File: src/rtl/pipe_stall_ctrl_pkg.sv
// ============================================================================
// Module   : pipe_stall_ctrl_pkg
// Brief    : Shared constants for the pipeline stall/flush sequencer.
// Revision : 1.0 - initial release
// ============================================================================
`default_nettype none

package pipe_stall_ctrl_pkg;

    localparam int STALL_BUS = 6;

    localparam logic STOP   = 1'b1;
    localparam logic NOSTOP = 1'b0;

    localparam logic [31:0] PC_INIT = 32'hBFC0_0000;

    localparam logic [1:0] PSC_IDLE      = 2'd0;
    localparam logic [1:0] PSC_WAIT_IBUS = 2'd1;
    localparam logic [1:0] PSC_FLUSH     = 2'd2;

    localparam logic [STALL_BUS-1:0] STALL_NONE = {STALL_BUS{NOSTOP}};
    localparam logic [STALL_BUS-1:0] STALL_ALL  = {STALL_BUS{STOP}};
    localparam logic [STALL_BUS-1:0] STALL_MEM  = 6'b011111;
    localparam logic [STALL_BUS-1:0] STALL_EXE  = 6'b001111;
    localparam logic [STALL_BUS-1:0] STALL_ID   = 6'b000111;
    localparam logic [STALL_BUS-1:0] STALL_IF   = 6'b000011;

    // The deepest requesting stage freezes everything upstream of it.
    function automatic logic [STALL_BUS-1:0] merge_stall(
        input logic req_if,
        input logic req_id,
        input logic req_exe,
        input logic req_mem
    );
        if (req_mem)      return STALL_MEM;
        else if (req_exe) return STALL_EXE;
        else if (req_id)  return STALL_ID;
        else if (req_if)  return STALL_IF;
        else              return STALL_NONE;
    endfunction

endpackage

`default_nettype wire

File: src/rtl/pipe_stall_ctrl_if.sv
// ============================================================================
// Module   : pipe_stall_ctrl_if
// Brief    : Stall request / flush bus between pipeline stages and sequencer.
// Revision : 1.0 - initial release
// ============================================================================
`default_nettype none

interface pipe_stall_ctrl_if;
    import pipe_stall_ctrl_pkg::*;

    logic                 stallreq_if;
    logic                 stallreq_id;
    logic                 stallreq_exe;
    logic                 stallreq_mem;
    logic                 exc_req;
    logic [31:0]          exc_pc;
    logic                 ibus_busy;
    logic [STALL_BUS-1:0] stall;
    logic                 flush;
    logic [31:0]          flush_pc;

    modport master (
        output stallreq_if, stallreq_id, stallreq_exe, stallreq_mem,
        output exc_req, exc_pc, ibus_busy,
        input  stall, flush, flush_pc
    );

    modport slave (
        input  stallreq_if, stallreq_id, stallreq_exe, stallreq_mem,
        input  exc_req, exc_pc, ibus_busy,
        output stall, flush, flush_pc
    );

endinterface

`default_nettype wire

File: src/rtl/pipe_stall_ctrl_sat_counter.sv
// ============================================================================
// Module   : sat_counter
// Brief    : Up-counter that sticks at all-ones, with synchronous clear.
// Revision : 1.0 - initial release
// ============================================================================
`default_nettype none

module sat_counter #(
    parameter int W = 32
) (
    input  wire logic         clk,
    input  wire logic         rst_n,
    input  wire logic         inc,
    input  wire logic         clr,
    output logic [W-1:0]      cnt
);

    logic [W-1:0] r_cnt;

    always_ff @(posedge clk or negedge rst_n) begin
        if (!rst_n) begin
            r_cnt <= '0;
        end else if (clr) begin
            r_cnt <= '0;
        end else if (inc && (r_cnt != {W{1'b1}})) begin
            r_cnt <= r_cnt + W'(1);
        end
    end

    assign cnt = r_cnt;

endmodule

`default_nettype wire

File: src/rtl/pipe_stall_ctrl.sv
// ============================================================================
// Module   : pipe_stall_ctrl
// Brief    : Merges stage stall requests and sequences exception flushes,
//            deferring them past outstanding instruction-bus reads.
//            Perf counters built only with PIPE_STALL_CTRL_PERF_EN defined.
// Revision : 1.0 - initial release
// ============================================================================
`default_nettype none

module pipe_stall_ctrl
    import pipe_stall_ctrl_pkg::*;
#(
    parameter logic [31:0] PC_RESET = PC_INIT,
    parameter int          CNT_W    = 32
) (
    input  wire logic           cpu_clk_50M,
    input  wire logic           cpu_rst_n,
    pipe_stall_ctrl_if.slave    bus,
    output logic [CNT_W-1:0]    perf_stall_cnt,
    output logic [CNT_W-1:0]    perf_flush_cnt
);

    logic [1:0]           r_state;
    logic [1:0]           w_next;
    logic [31:0]          r_exc_pc;
    logic [31:0]          r_last_pc;
    logic                 w_latch;
    logic [STALL_BUS-1:0] w_stall;
    logic                 w_flush;
    logic [31:0]          w_flush_pc;

    assign w_latch = (r_state == PSC_IDLE) && bus.exc_req && bus.ibus_busy;

    always_ff @(posedge cpu_clk_50M or negedge cpu_rst_n) begin
        if (!cpu_rst_n) begin
            r_state <= PSC_IDLE;
        end else begin
            r_state <= w_next;
        end
    end

    always_comb begin
        w_next = r_state;
        case (r_state)
            PSC_IDLE:      if (w_latch) w_next = PSC_WAIT_IBUS;
            PSC_WAIT_IBUS: if (!bus.ibus_busy) w_next = PSC_FLUSH;
            PSC_FLUSH:     w_next = PSC_IDLE;
            default:       w_next = PSC_IDLE;
        endcase
    end

    always_comb begin
        w_stall    = STALL_NONE;
        w_flush    = 1'b0;
        w_flush_pc = r_last_pc;
        case (r_state)
            PSC_IDLE: begin
                if (bus.exc_req) begin
                    // WB must not retire the excepting instruction while we wait.
                    if (bus.ibus_busy) begin
                        w_stall = STALL_ALL;
                    end else begin
                        w_flush    = 1'b1;
                        w_flush_pc = bus.exc_pc;
                    end
                end else begin
                    w_stall = merge_stall(bus.stallreq_if, bus.stallreq_id,
                                          bus.stallreq_exe, bus.stallreq_mem);
                end
            end
            PSC_WAIT_IBUS: w_stall = STALL_ALL;
            PSC_FLUSH: begin
                w_flush    = 1'b1;
                w_flush_pc = r_exc_pc;
            end
            default: ;
        endcase
        // Keep the combinational paths quiet while reset is held.
        if (!cpu_rst_n) begin
            w_stall    = STALL_NONE;
            w_flush    = 1'b0;
            w_flush_pc = PC_RESET;
        end
    end

    always_ff @(posedge cpu_clk_50M or negedge cpu_rst_n) begin
        if (!cpu_rst_n) begin
            r_exc_pc  <= PC_RESET;
            r_last_pc <= PC_RESET;
        end else begin
            if (w_latch) r_exc_pc  <= bus.exc_pc;
            if (w_flush) r_last_pc <= w_flush_pc;
        end
    end

    assign bus.stall    = w_stall;
    assign bus.flush    = w_flush;
    assign bus.flush_pc = w_flush_pc;

`ifdef PIPE_STALL_CTRL_PERF_EN
    sat_counter #(.W(CNT_W)) u_stall_cnt (
        .clk   (cpu_clk_50M),
        .rst_n (cpu_rst_n),
        .inc   (|w_stall),
        .clr   (1'b0),
        .cnt   (perf_stall_cnt)
    );

    sat_counter #(.W(CNT_W)) u_flush_cnt (
        .clk   (cpu_clk_50M),
        .rst_n (cpu_rst_n),
        .inc   (w_flush),
        .clr   (1'b0),
        .cnt   (perf_flush_cnt)
    );
`else
    assign perf_stall_cnt = '0;
    assign perf_flush_cnt = '0;
`endif

endmodule

`default_nettype wire

File: src/flat_wrapper.sv
// flat-port wrapper written by rule: the top's interface ports become plain ports
module pipe_stall_ctrl_flat import pipe_stall_ctrl_pkg::*;
#(
    parameter logic [31:0] PC_RESET = PC_INIT,
    parameter int          CNT_W    = 32
)
  (cpu_clk_50M, cpu_rst_n, perf_stall_cnt, perf_flush_cnt, bus_stallreq_if, bus_stallreq_id, bus_stallreq_exe, bus_stallreq_mem, bus_exc_req, bus_exc_pc, bus_ibus_busy, bus_stall, bus_flush, bus_flush_pc);
  pipe_stall_ctrl_if bus_i ();
  input  wire logic cpu_clk_50M;
  input  wire logic cpu_rst_n;
  output logic [CNT_W-1:0] perf_stall_cnt;
  output logic [CNT_W-1:0] perf_flush_cnt;
  input wire logic [$bits(bus_i.stallreq_if)-1:0] bus_stallreq_if;
  input wire logic [$bits(bus_i.stallreq_id)-1:0] bus_stallreq_id;
  input wire logic [$bits(bus_i.stallreq_exe)-1:0] bus_stallreq_exe;
  input wire logic [$bits(bus_i.stallreq_mem)-1:0] bus_stallreq_mem;
  input wire logic [$bits(bus_i.exc_req)-1:0] bus_exc_req;
  input wire logic [$bits(bus_i.exc_pc)-1:0] bus_exc_pc;
  input wire logic [$bits(bus_i.ibus_busy)-1:0] bus_ibus_busy;
  output wire logic [$bits(bus_i.stall)-1:0] bus_stall;
  output wire logic [$bits(bus_i.flush)-1:0] bus_flush;
  output wire logic [$bits(bus_i.flush_pc)-1:0] bus_flush_pc;
  assign bus_i.stallreq_if = bus_stallreq_if;
  assign bus_i.stallreq_id = bus_stallreq_id;
  assign bus_i.stallreq_exe = bus_stallreq_exe;
  assign bus_i.stallreq_mem = bus_stallreq_mem;
  assign bus_i.exc_req = bus_exc_req;
  assign bus_i.exc_pc = bus_exc_pc;
  assign bus_i.ibus_busy = bus_ibus_busy;
  assign bus_stall = bus_i.stall;
  assign bus_flush = bus_i.flush;
  assign bus_flush_pc = bus_i.flush_pc;
  pipe_stall_ctrl #(.PC_RESET(PC_RESET), .CNT_W(CNT_W)) u_core (.cpu_clk_50M(cpu_clk_50M), .cpu_rst_n(cpu_rst_n), .bus(bus_i), .perf_stall_cnt(perf_stall_cnt), .perf_flush_cnt(perf_flush_cnt));
endmodule
File: config.mk
export PLATFORM = sky130hd
export DESIGN_NAME = pipe_stall_ctrl_flat
export DESIGN_NICKNAME = d
export VERILOG_FILES = /design/src/rtl/pipe_stall_ctrl_pkg.sv /design/src/rtl/pipe_stall_ctrl_if.sv /design/src/rtl/pipe_stall_ctrl_sat_counter.sv /design/src/rtl/pipe_stall_ctrl.sv /design/src/flat_wrapper.sv
export SDC_FILE = /design/constraint.sdc
export NUM_CORES = 1
export LEC_CHECK = 0
export ABC_AREA = 1
export CORE_MARGIN = 10
export CORE_UTILIZATION = 49
export CTS_BUF_LIST = sky130_fd_sc_hd__clkbuf_4
export DETAILED_ROUTE_END_ITERATION = 12
export PLACE_DENSITY = 0.88
export SLEW_MARGIN = 20
export SYNTH_ARGS = -nofsm -noshare
export SYNTH_HDL_FRONTEND = slang
export SYNTH_SLANG_ARGS = --single-unit
File: constraint.sdc
create_clock -name cpu_clk_50M -period 2.1 [get_ports cpu_clk_50M]
set_clock_uncertainty 0.2 [all_clocks]
set_input_delay 0.63 -clock cpu_clk_50M [delete_from_list [all_inputs] [get_ports cpu_clk_50M]]
set_output_delay 0.63 -clock cpu_clk_50M [all_outputs]
set_load 0.01 [all_outputs]
== After elaboration in Yosys (flattened, before gate mapping) ==
Cells that the tools add are included.
Word-level totals
  register bits: 66
  input bits: 40
  output and inout bits: 103
  logic and storage cells: 30
Cells by class
  eq/ne operators: 4
  mux-type cells: 19
  reduce and logical (&&, ||, !) cells: 4
Operator list (number)
  $mux W32: 3
  $pmux W32 S2: 1
  $mux W6: 6
  $pmux W6 S2: 1
  $mux W2: 3
  $pmux W2 S2: 1
  $mux W1: 3
  $eq A2 B1 Y1 const B: 1
  $eq A2 B2 Y1 const B: 1
  $logic_and A1 B1 Y1: 2
  $logic_not A2 Y1: 1
  $ne A2 B1 Y1 const B: 1
  $ne A2 B2 Y1 const B: 1
  $pmux W1 S2: 1
  $reduce_and A2 Y1: 1

== Depth between registers and ports, before layout ==
Gate-level depths: netlist of the first run.
  word-level depth: 7
  mapped depth: 9
  gate-level depth less buffers: 7

== Least setup slack after synthesis of the first run ==
No wires, ideal clock.
  path kind: input port to output port
  start point: input port bus_exc_req
  end point: output port bus_stall[1]
  data arrival time: 1.454 ns
  data required time: 1.270 ns
  setup slack: -0.184 ns
  stages: 9
  buffers on the path: 2
  path through: buf_4 inv_2 nor2_4 nor2_4 nand2_1 nand2_1 nand2_1 nand2_1 buf_4
Between the ends
  word-level cells in the longest chain between the ends: 3
RTL lines
  start, declared: line flat_wrapper.sv:17  | input wire logic [$bits(bus_i.exc_req)-1:0] bus_exc_req;
  $mux W6: line pipe_stall_ctrl.sv:58  | if (bus.exc_req) begin
  $pmux W6 S2: line pipe_stall_ctrl.sv:56  | case (r_state)
  $mux W6: line pipe_stall_ctrl.sv:79  | if (!cpu_rst_n) begin
  end, declared: line flat_wrapper.sv:20  | output wire logic [$bits(bus_i.stall)-1:0] bus_stall;
Every way passes these cells.

== Worst setup path after layout of the first run ==
  start point: register u_core.r_state[0]
  end point: output port bus_flush_pc[5]
Between the ends
  word-level cells in the longest chain between the ends: 3
  elaborated cells between the ends (all ways): 4
  those cells by class: eq/ne: 1; mux: 2; reduce/logical: 1
RTL lines
  start, declared: line pipe_stall_ctrl.sv:23  | logic [1:0] r_state;
  start signal, assigned: line pipe_stall_ctrl.sv:38  | r_state <= w_next;
  $eq A2 B2 Y1 / $logic_not A2 Y1 (equally long branches)
  $pmux W32 S2 (*): line pipe_stall_ctrl.sv:56
  $mux W32 (*): line pipe_stall_ctrl.sv:79
  end, declared: line flat_wrapper.sv:22  | output wire logic [$bits(bus_i.flush_pc)-1:0] bus_flush_pc;
Every way passes the cells marked *; elsewhere a longest branch is shown, timed or not.

==> metrics.md, run 1 <==
| Metric | Value |
|---|---|
| CTS max path bufs | 2 |
| FMAX | 0.3827 GHz |
| Maxcap violations | 0 |
| Post-Syn Area | 4656 sq um |
| Clock Latency Late Sink | 0.44 ns |
| DP HPWL | 9610 um |
| Post-DRT Antenna Nets | 0 |
| Synthesis-to-finish area growth | 37.52% |
| Non-filler cells in the finished layout | 965 |
| Overflow after GRT | 0 |
| Initial Utilization | 50.39% |
| CTS H-tree depth | 3 |
| Fin crit period | 2.613 ns |
| Buf+Inv Stages, Crit Path | 5 |
| Number of DRC markers in iteration 0 | 670 |
| EDFF count, synth | 0 |
| Final hold viol count | 0 |
| Cells after Synth | 697 |
| Port Buffers | 78 |
| Final setup viols | 39 |
| Largest cells by area after synthesis | dfrtp_1 (26%), nand2_1 (21%), buf_4 (12%) |
| Fraction of registers with async set/reset | 100.0% |
| R2r endpoint | u_core.r_state[0] |
| Crit-path max cell delay | 0.51 ns |
| I/O pin cnt | 143 |
| Flops & latches, synth | 66 |
| Critical Path Sink | bus_flush_pc[5] |
| Hold crit path type | input pin to asynchronous set/reset pin |
| Vias in the first global route | 4911 |
| Ys Warns | 0 |
| DRT Wirelength | 16830 um |
| Synth top area share | 25.80% |
| Slowest CP cell | dfrtp_2 |
| Max-slew headroom | 55.09% |
| Pin count of the biggest net entering global routing | 66 |
| Die Y-Extent | 117.5 um |
| Die width | 117.5 um |
| TritonCTS clock tree | done |
| Overall Global Routing Usage | 21.14% |
| Unique masters post-synth | 24 |
| Initial antenna violation count | 0 |
| First-pass GRT wire length | 24760 um |
| Critical path launch point type | flip-flop |
| Unrepaired setup endpoints after global routing | yes |
| Worst Setup SP | u_core.r_state[0] |
| Worst path required time | 1.27 ns |
| Static leakage | 3.475 nW |
| Clock slew at reported path FFs | 0.15 ns |
| Drt wl/cell | 17.44 um |
| # rows | 35 |
| Worst reg2reg startpoint | u_core.r_state[0] |
| Reg2Reg Setup Slack | 0.08 ns |
| Status | finished, violations left |
| Yosys top cell by area | dfrtp_1 |
| Post-layout net count | 871 |
| Router iterations before antenna repair | 6 |
| Cell breakdown of the critical path | clkinv_4, buf_12, buf_16, nand3_2, nand2_2, inv_1, a21oi_2, buf_2 |
| Failing checks | negative setup slack |
| Root Buffer | clkbuf_4 |
| Worst Setup End Kind | output port |
| Crit. path cell count | 8 |
| Final Power | 5.616 mW |
| PwrDens | 877.2 nW/um^2 |
| Final setup margin | -0.5130 ns |
| Syn avg cell area | 6.680 sq um |
| Post-route DRC violation count | 0 |
| Gp weighted congestion | 0.8192 |
| Cts bufs inserted | 9 |
| Main flop type after synthesis | dfrtp_1 |
| Critical path type | flip-flop to output port |
| R2R depth | 5 |
| Die area | 13800 sq um |
| Vias | 5116 |
| Peak VDD IR | 0.4812 mV |
| Worst EP arrival | 1.78 ns |
| Placed cells | 931 |
| Final period util | 124.4% |
| Cell family with most CP delay | buffers and inverters |
| Layout cells sized above 1 | 31.82% |
| Max-slew violation count | 0 |
| Slew at the pin closest to its max-slew limit | 0.6736 ns |
| Most common cell in the netlist | nand2_1 |
| Clk sink count | 66 |
| Antenna Diode Count | 0 |
| Sequential-to-total area share from yosys stat | 35.96% |
| Total core area | 9240 sq um |
| Number of vias per cell | 5.302 |
| Synth cell count leaders | nand2_1 (263), nand3_1 (89), inv_1 (82) |
| Max FO, Critical Path | 7 |
| Aggregate negative setup slack | -16.64 ns |
-- what timing repair did --
item | in CTS | in global routing
buffers inserted | 10 | 8
hold endpoints to repair | 3 | 0
hold buffers | 2 | 0
pin swaps | 15 | 40
gates resized for setup | 221 | 67
endpoints found under the setup margin | 78 | 72
gates cloned | 3 | 1
-- final cells by class --
cell class	count	area, sq um
clock buffer	9	67.56
clock inverter	7	45.04
fill	634	2838
inverter	96	379.1
multi-input combinational	495	2504
sequential	66	1677
tap	129	161.4
timing repair buffer	163	1569
-- per-stage QoR --
step / instance area, sq um / worst slack (ns) / hold slack (ns) / utilization [%]
after CTS: 6128 / -0.4419 / 0.06096 / 66.32
after detailed placement: 5799 / -1.120 / 0.2691 / 62.76
after floorplan: 5017 / -0.1198 / 0.1344 / -
after global routing: 6402 / -0.5244 / 0.04987 / 69.29
final: 6402 / -0.5130 / 0.05105 / 69.29
after global placement: 5799 / -1.050 / 0.2623 / 62.76
-- tightest hold or removal path, cell delays in order --
cell and delay, ns:
buf_4 0.14, buf_4 0.12, buf_4 0.17
-- routing by layer --
layer / part of all wire [%] / up-vias / global-route usage, %
met2: 47 / 413 / 34.65
li1: - / 2275 / -
met5: 0 / - / 0
met3: 11 / 93 / 6.139
met1: 36 / 2335 / 24.88
met4: 5.1 / 0 / 9.892
-- worst min path at each step --
stage / start / end / slack [ns] / depth (start not counted)
global route: cpu_rst_n / u_core.r_last_pc[4] / 0.05 / 3
global placement: u_core.r_last_pc[28] / u_core.r_last_pc[28] / 0.26 / 2
CTS: cpu_rst_n / u_core.r_last_pc[6] / 0.06 / 3
floorplan: cpu_rst_n / u_core.r_exc_pc[0] / 0.13 / 0
detailed placement: u_core.r_last_pc[28] / u_core.r_last_pc[28] / 0.27 / 2
finish: cpu_rst_n / u_core.r_last_pc[4] / 0.05 / 3
-- cells in the final DEF, fill, tap and decap left out, types with 2 or more instances in the layout --
master | netlist | layout
o21ai_0 | 12 | 11
nand3_1 | 89 | 60
buf_6 | 9 | 22
nand2_4 | 0 | 2
nand3_4 | 0 | 5
clkinv_4 | 0 | 3
nand2_2 | 2 | 14
buf_2 | 16 | 30
dfrtp_1 | 48 | 46
inv_4 | 1 | 3
clkbuf_4 | 0 | 9
o21ai_1 | 22 | 22
dlygate4sd3_1 | 0 | 2
inv_6 | 0 | 2
inv_2 | 3 | 14
nand3_2 | 1 | 25
clkdlybuf4s50_1 | 0 | 35
inv_1 | 82 | 76
buf_4 | 72 | 55
a21oi_2 | 0 | 29
dfrtp_2 | 0 | 2
clkinv_2 | 0 | 4
nor2_4 | 3 | 4
buf_12 | 0 | 12
nand2_1 | 263 | 249
dfstp_2 | 18 | 18
conb_1 | 1 | 64
buf_16 | 0 | 2
a21oi_4 | 0 | 4
-- sequential cells by signal, indices dropped and copies added (netlist names) --
register          count
u_core.r_exc_pc      32
u_core.r_last_pc     32
u_core.r_state        2
-- report_power, final --
group	total [mW]	leakage, nW	switching (mW)	internal, mW
combinational	2.68	2.61	1.54	1.14
clock	0.783	0.0675	0.541	0.241
sequential	2.15	0.796	0.383	1.77
-- cells by family after synthesis --
kind of cell	Yosys count	synth area share [%]
flops	66	35.96
other cells	1	0.08055
compound gates	68	7.310
simple gates	363	32.87
buf+inv	199	23.78
(Power assumes the default switching activity.)
==> run 2: changes to the inputs <==
- CORE_UTILIZATION: 49 -> 53
- PLACE_DENSITY: 0.88 -> 0.94
- clock period: 2.1 -> 3.1 ns (I/O delays scaled with it)
==> run 2 against run 1 <==
Net effect:
- the run still ends with negative setup slack left
- design area decreased by 9.8%
- combinational power fell by 45%
- via count fell by 8.5%
- sequential cell count did not move
- first-iteration DRC count decreased by 36%
- cell count shrank 4.4%
- critical path depth down 2
- non-clock buffer count is 21 lower
==> metrics.md, run 2 (synthesis results as in run 1) <==
| Metric | Value |
|---|---|
| DRT Wirelength | 14200 um (-16%) |
| Post-route DRC violation count | 0 (unchanged) |
| FMAX | 0.3221 GHz |
| Static leakage | 3.276 nW (-5.7%) |
| Layout cells sized above 1 | 22.94% (-8.9 points) |
| Initial Utilization | 53.91% (+3.5 points) |
| Final Power | 3.365 mW (-40%) |
| Router iterations before antenna repair | 6 (unchanged) |
| DP HPWL | 9335 um (-2.9%) |
| I/O pin cnt | 143 (unchanged) |
| Most frequent cells in the layout | nand2_1 (260), inv_1 (79), nand3_1 (71), conb_1 (64), buf_4 (52) |
| TritonCTS clock tree | done |
| Clk sink count | 66 (unchanged) |
| Drt wl/cell | 15.39 um (-12%) |
| Hold crit path type | input pin to asynchronous set/reset pin |
| Initial antenna violation count | 0 (unchanged) |
| Die Y-Extent | 113.7 um (-3.2%) |
| Gp weighted congestion | 0.8927 (+9.0%) |
| Sequential power share | 41.9% (+3.5 points) |
| Overall Global Routing Usage | 20.20% (-0.94 points) |
| Combinational share of power | 43.6% (-4.1 points) |
| Final period util | 100.2% |
| First-pass GRT wire length | 21670 um (-12%) |
| Vias | 4682 (-8.5%) |
| Final setup margin | -0.004783 ns (+0.5082 ns) |
| Synthesis-to-finish area growth | 24.05% |
| Worst path required time | 1.97 ns (+0.70 ns) |
| Clock Latency Late Sink | 0.42 ns (-0.02 ns) |
| Post-DRT Antenna Nets | 0 (unchanged) |
| Clock power frac | 14.5% (+0.6 points) |
| Pre-CTS WS | -0.7696 ns (+0.3500 ns) |
| Failing checks | negative setup slack |
| Die width | 113.7 um (-3.2%) |
| Design area | 5776 sq um (-9.8%) |
| Critical path type | input pin to output port |
| Post-layout net count | 850 (-2.4%) |
| Slew at the pin closest to its max-slew limit | 0.6618 ns (-0.01183 ns) |
| Peak VDD IR | 0.3207 mV (-33%) |
| Maxcap violations | 0 (unchanged) |
| Final core occ | 66.88% (-2.4 points) |
| Max-slew violation count | 0 (unchanged) |
| Max-slew headroom | 55.88% (+0.79 points) |
| Total core area | 8636 sq um (-6.5%) |
| Commonest non-fill, non-tap cell in the layout | nand2_1 |
| Worst EP arrival | 1.97 ns (+0.19 ns) |
| Final hold viol count | 0 (unchanged) |
| Number of vias per cell | 5.073 (-4.3%) |
| Switching Share | 41.56% (-2.3 points) |
| # rows | 34 (-2.9%) |
| Root Buffer | clkbuf_4 |
| Cts bufs inserted | 9 (unchanged) |
| Pint | 1.967 mW (-38%) |
| Worst Setup End Kind | output port |
| Net switching power | 1.398 mW (-43%) |
| Final setup viols | 1 (-97%) |
| Unrepaired setup endpoints after global routing | yes |
| CTS H-tree depth | 3 (unchanged) |
| Status | finished, violations left |
| Port Buffers | 78 (unchanged) |
| Antenna Diode Count | 0 (unchanged) |
| CTS max path bufs | 2 (unchanged) |
| Hold_buf cts | 0 (-2) |
| Dpl cell area | 5584 sq um (-3.7%) |
| Top flop regs | u_core.r_exc_pc (32), u_core.r_last_pc (32), u_core.r_state (2) |
| Clock slew at reported path FFs | 0.12 ns (-0.03 ns) |
| Critical path launch point type | input pin |
| Number of DRC markers in iteration 0 | 430 (-36%) |
| Fin crit period | 3.105 ns |
| Pin count of the biggest net entering global routing | 66 (unchanged) |
| PwrDens | 582.6 nW/um^2 (-34%) |
| Max FO, Critical Path | 2 (-5) |
| Overflow after GRT | 0 (unchanged) |
| Vias in the first global route | 4373 (-11%) |
| Die area | 12930 sq um (-6.3%) |
==> run 2: what timing repair did <==
action / in CTS / in global routing
resized for setup: 161 / 45
cloned: 1 / 1
setup buffers: 1 / 3
pin swaps: 5 / 13
setup endpoints to repair: 39 / 34
==> run 2: power groups by stage <==
stage          registers (mW)  clock network, mW  logic [mW]
6_report                 1.41              0.487        1.47
3_5_place_dp             1.41                  0        1.43
2_1_floorplan            1.36                  0       0.953
5_1_grt                  1.44              0.533        1.66
3_3_place_gp             1.40                  0        1.39
4_1_cts                  1.40              0.486        1.39
==> run 2: through the flow <==
step / hold WS [ns] / cells / setup TNS [ns]
2_1_floorplan: 0.2500 / 760 / 0
3_3_place_gp: 0.2632 / 901 / -25.19
3_5_place_dp: 0.2673 / 901 / -26.84
4_1_cts: 0.2305 / 919 / -0.003135
5_1_grt: 0.2099 / 923 / -0.1493
6_report: 0.2362 / 923 / -0.004783
==> run 2: routing by layer <==
metal,GRT usage (%),share of wire (%),vias to the layer above
li1,-,-,2228
met1,24.37,37,2165
met2,34.14,50,258
met3,6.142,10,31
met4,5.330,2.3,0
met5,0,0,-
==> run 2: final cells by class <==
| type | count | area (sq um) |
|---|---|---|
| fillers | 694 | 2860 |
| multi-input cells | 495 | 2273 |
| flip-flops and latches | 66 | 1674 |
| repair buffers | 142 | 1216 |
| inverters | 96 | 367.9 |
| well taps | 108 | 135.1 |
| clock buffers | 10 | 75.07 |
| clock inverters | 6 | 33.78 |
==> run 2: path summary, 6_finish.rpt <==
check / from / to / slack (ns) / cells after the start
setup / recovery: bus_exc_pc[13] / bus_flush_pc[13] / -0.005 / 6
hold / removal: cpu_rst_n / u_core.r_last_pc[4] / 0.24 / 2
setup reg to reg: u_core.r_state[0] / u_core.r_last_pc[1] / 1.02 / 7
hold reg to reg: u_core.r_exc_pc[22] / u_core.r_exc_pc[22] / 0.28 / 2
max in group asynchronous: cpu_rst_n / u_core.r_last_pc[22] / 1.92 / 3
min in group cpu_clk_50M: u_core.r_exc_pc[22] / u_core.r_exc_pc[22] / 0.28 / 2
==> run 2: worst max-delay path, stage by stage <==
cell             delay [ns]
clkdlybuf4s50_1        0.45
inv_1                  0.06
nand3_1                0.11
nand3_2                0.10
a21oi_2                0.17
buf_2                  0.15
==> run 3: changes to the inputs <==
- GPL_ROUTABILITY_DRIVEN: default -> 0
- GPL_TIMING_DRIVEN: default -> 0
==> run 3 against run 2 <==
Net effect:
- largest cell class unchanged
- power up 0.74%
- global-route usage rose by 0.50 points
- largest power group unchanged
- the run now ends clean
- critical endpoint is now bus_flush_pc[29]
- setup slack gained 0.033 ns
==> metrics.md, run 3 (synthesis results as in run 1) <==
| Metric | Value |
|---|---|
| Die area | 12930 sq um (unchanged) |
| Root Buffer | clkbuf_4 |
| Hold_buf cts | 0 (unchanged) |
| Status | complete, no violations |
| Max-slew headroom | 65.79% (+9.9 points) |
| Final period util | 99.09% (-1.1 points) |
| Number of DRC markers in iteration 0 | 341 (-21%) |
| R2R depth | 7 (unchanged) |
| Initial Utilization | 53.91% (unchanged) |
| Die width | 113.7 um (unchanged) |
| Static leakage | 3.576 nW (+9.2%) |
| Overflow after GRT | 0 (unchanged) |
| # rows | 34 (unchanged) |
| Top flop regs | u_core.r_exc_pc (32), u_core.r_last_pc (32), u_core.r_state (2) |
| Number of vias per cell | 5.009 (-1.2%) |
| Overall Global Routing Usage | 20.70% (+0.50 points) |
| Clk sink count | 66 (unchanged) |
| Router iterations before antenna repair | 7 (+1) |
| Worst reg2reg startpoint | u_core.r_state[1] |
| First-pass GRT wire length | 21950 um (+1.3%) |
| Layout cells sized above 1 | 26.39% (+3.4 points) |
| Worst EP arrival | 1.94 ns (-0.03 ns) |
| Max FO, Critical Path | 2 (unchanged) |
| Post-route DRC violation count | 0 (unchanged) |
| Unrepaired setup endpoints after global routing | yes |
| Worst path required time | 1.97 ns (about the same) |
| Pin count of the biggest net entering global routing | 26 (-61%) |
| Register area | 1674 sq um (unchanged) |
| DP HPWL | 9394 um (+0.63%) |
| Final Power | 3.390 mW (+0.74%) |
| Max-slew violation count | 0 (unchanged) |
| Placed cells | 946 (+5.0%) |
| Vias in the first global route | 4529 (+3.6%) |
| Fin crit period | 3.072 ns (-0.03313 ns) |
| Total core area | 8636 sq um (unchanged) |
| DRT Wirelength | 14240 um (+0.26%) |
| Multi-input gate area | 2253 sq um (-0.88%) |
| Synthesis-to-finish area growth | 32.36% |
| Worst Setup End Kind | output port |
| Commonest non-fill, non-tap cell in the layout | nand2_1 |
| Clock Latency Late Sink | 0.43 ns (about the same) |
| Pre-CTS WS | -0.9441 ns (-0.1745 ns) |
| FMAX | 0.3256 GHz (+1.1%) |
| Antenna Diode Count | 0 (unchanged) |
| CTS max path bufs | 2 (unchanged) |
| Clock slew at reported path FFs | 0.11 ns (about the same) |
| Peak VDD IR | 0.2975 mV (-7.2%) |
| PwrDens | 550.1 nW/um^2 (-5.6%) |
| Final setup margin | 0.02835 ns (+0.03313 ns) |
| Most frequent cells in the layout | nand2_1 (262), buf_4 (81), inv_1 (78), nand3_1 (73), conb_1 (64) |
| Fill cells | 656 (-5.5%) |
| CTS H-tree depth | 3 (unchanged) |
| Critical path launch point type | input pin |
| Final hold viol count | 0 (unchanged) |
| Port Buffers | 77 (-1.3%) |
| Final setup viols | 0 (-1) |
| Slew at the pin closest to its max-slew limit | 0.5132 ns (-0.1485 ns) |
| TritonCTS clock tree | done |
| Non-filler cells in the finished layout | 972 (+5.3%) |
| Post-layout net count | 899 (+5.8%) |
| Initial antenna violation count | 0 (unchanged) |
| Maxcap violations | 0 (unchanged) |
| Vias | 4869 (+4.0%) |
| Hold crit path type | input pin to asynchronous set/reset pin |
| Critical path type | input pin to output port |
| R2r endpoint | u_core.r_exc_pc[6] |
| Post-DRT Antenna Nets | 0 (unchanged) |
| I/O pin cnt | 143 (unchanged) |
| Reg2Reg Setup Slack | 1.21 ns (+0.19 ns) |
| Drt wl/cell | 14.65 um (-4.8%) |
| Cts bufs inserted | 9 (unchanged) |
| Die Y-Extent | 113.7 um (unchanged) |
[run 3: layout make-up]
| type | instances | share of cell area [%] |
|---|---|---|
| repair buffers | 89 | 13.02 |
| flip-flops and latches | 66 | 27.17 |
| clock buffers | 15 | 1.827 |
| clock inverters | 1 | 0.08122 |
| inverters | 96 | 6.030 |
| multi-input cells | 495 | 36.57 |
| well taps | 108 | 2.193 |
| plain buffers | 102 | 13.12 |
[run 3: what timing repair did]
| item | in CTS | in global routing |
|---|---|---|
| pin swaps | 9 | 13 |
| endpoints found under the hold margin | 0 | 0 |
| cloned | 2 | 1 |
| setup endpoints to repair | 39 | 37 |
| gates resized for setup | 158 | 51 |
| setup buffers | 8 | 0 |
[run 3: worst max-delay path: stages]
cell,delay [ns]
clkdlybuf4s50_1,0.47
inv_1,0.05
nand3_1,0.07
nand3_1,0.08
nand2_1,0.09
clkdlybuf4s15_1,0.25
[run 3: metrics by stage]
stage	utilization, %	instance area [sq um]	hold slack [ns]	setup TNS [ns]
after global routing	71.36	6162	0.06444	-0.03823
after floorplan	-	4892	0.2500	0
after CTS	69.97	6042	0.08502	-0.05667
after global placement	67.14	5798	0.2579	-260.61
final	71.36	6162	0.07625	0
after detailed placement	67.43	5823	0.2641	-30.08
[run 3: how the worst max path moves through the flow]
stage | endpoint | start | cells past startpoint | slack [ns]
2_1_floorplan | bus_stall[1] | bus_exc_req | 9 | 0.22
3_3_place_gp | bus_flush_pc[30] | cpu_rst_n | 5 | -3.59
3_5_place_dp | bus_flush_pc[30] | cpu_rst_n | 6 | -0.94
4_1_cts | bus_flush_pc[14] | bus_exc_pc[14] | 6 | -0.06
5_1_grt | bus_flush_pc[19] | bus_exc_pc[19] | 6 | -0.02
6_report | bus_flush_pc[29] | bus_exc_pc[29] | 6 | 0.03
[run 3: per-layer routing]
| layer | vias up | routed length [um] | global-route usage [%] |
|---|---|---|---|
| met5 | - | 0 | 0 |
| li1 | 2330 | - | - |
| met3 | 52 | 1654 | 5.512 |
| met2 | 331 | 6762 | 34.36 |
| met1 | 2156 | 5383 | 24.11 |
| met4 | 0 | 440 | 10.32 |
[run 3: where the power goes]
part	switching, mW	total, mW	internal, mW
clock	0.316	0.535	0.219
combinational	0.845	1.45	0.601
sequential	0.211	1.41	1.20
total	1.37	3.39	2.02
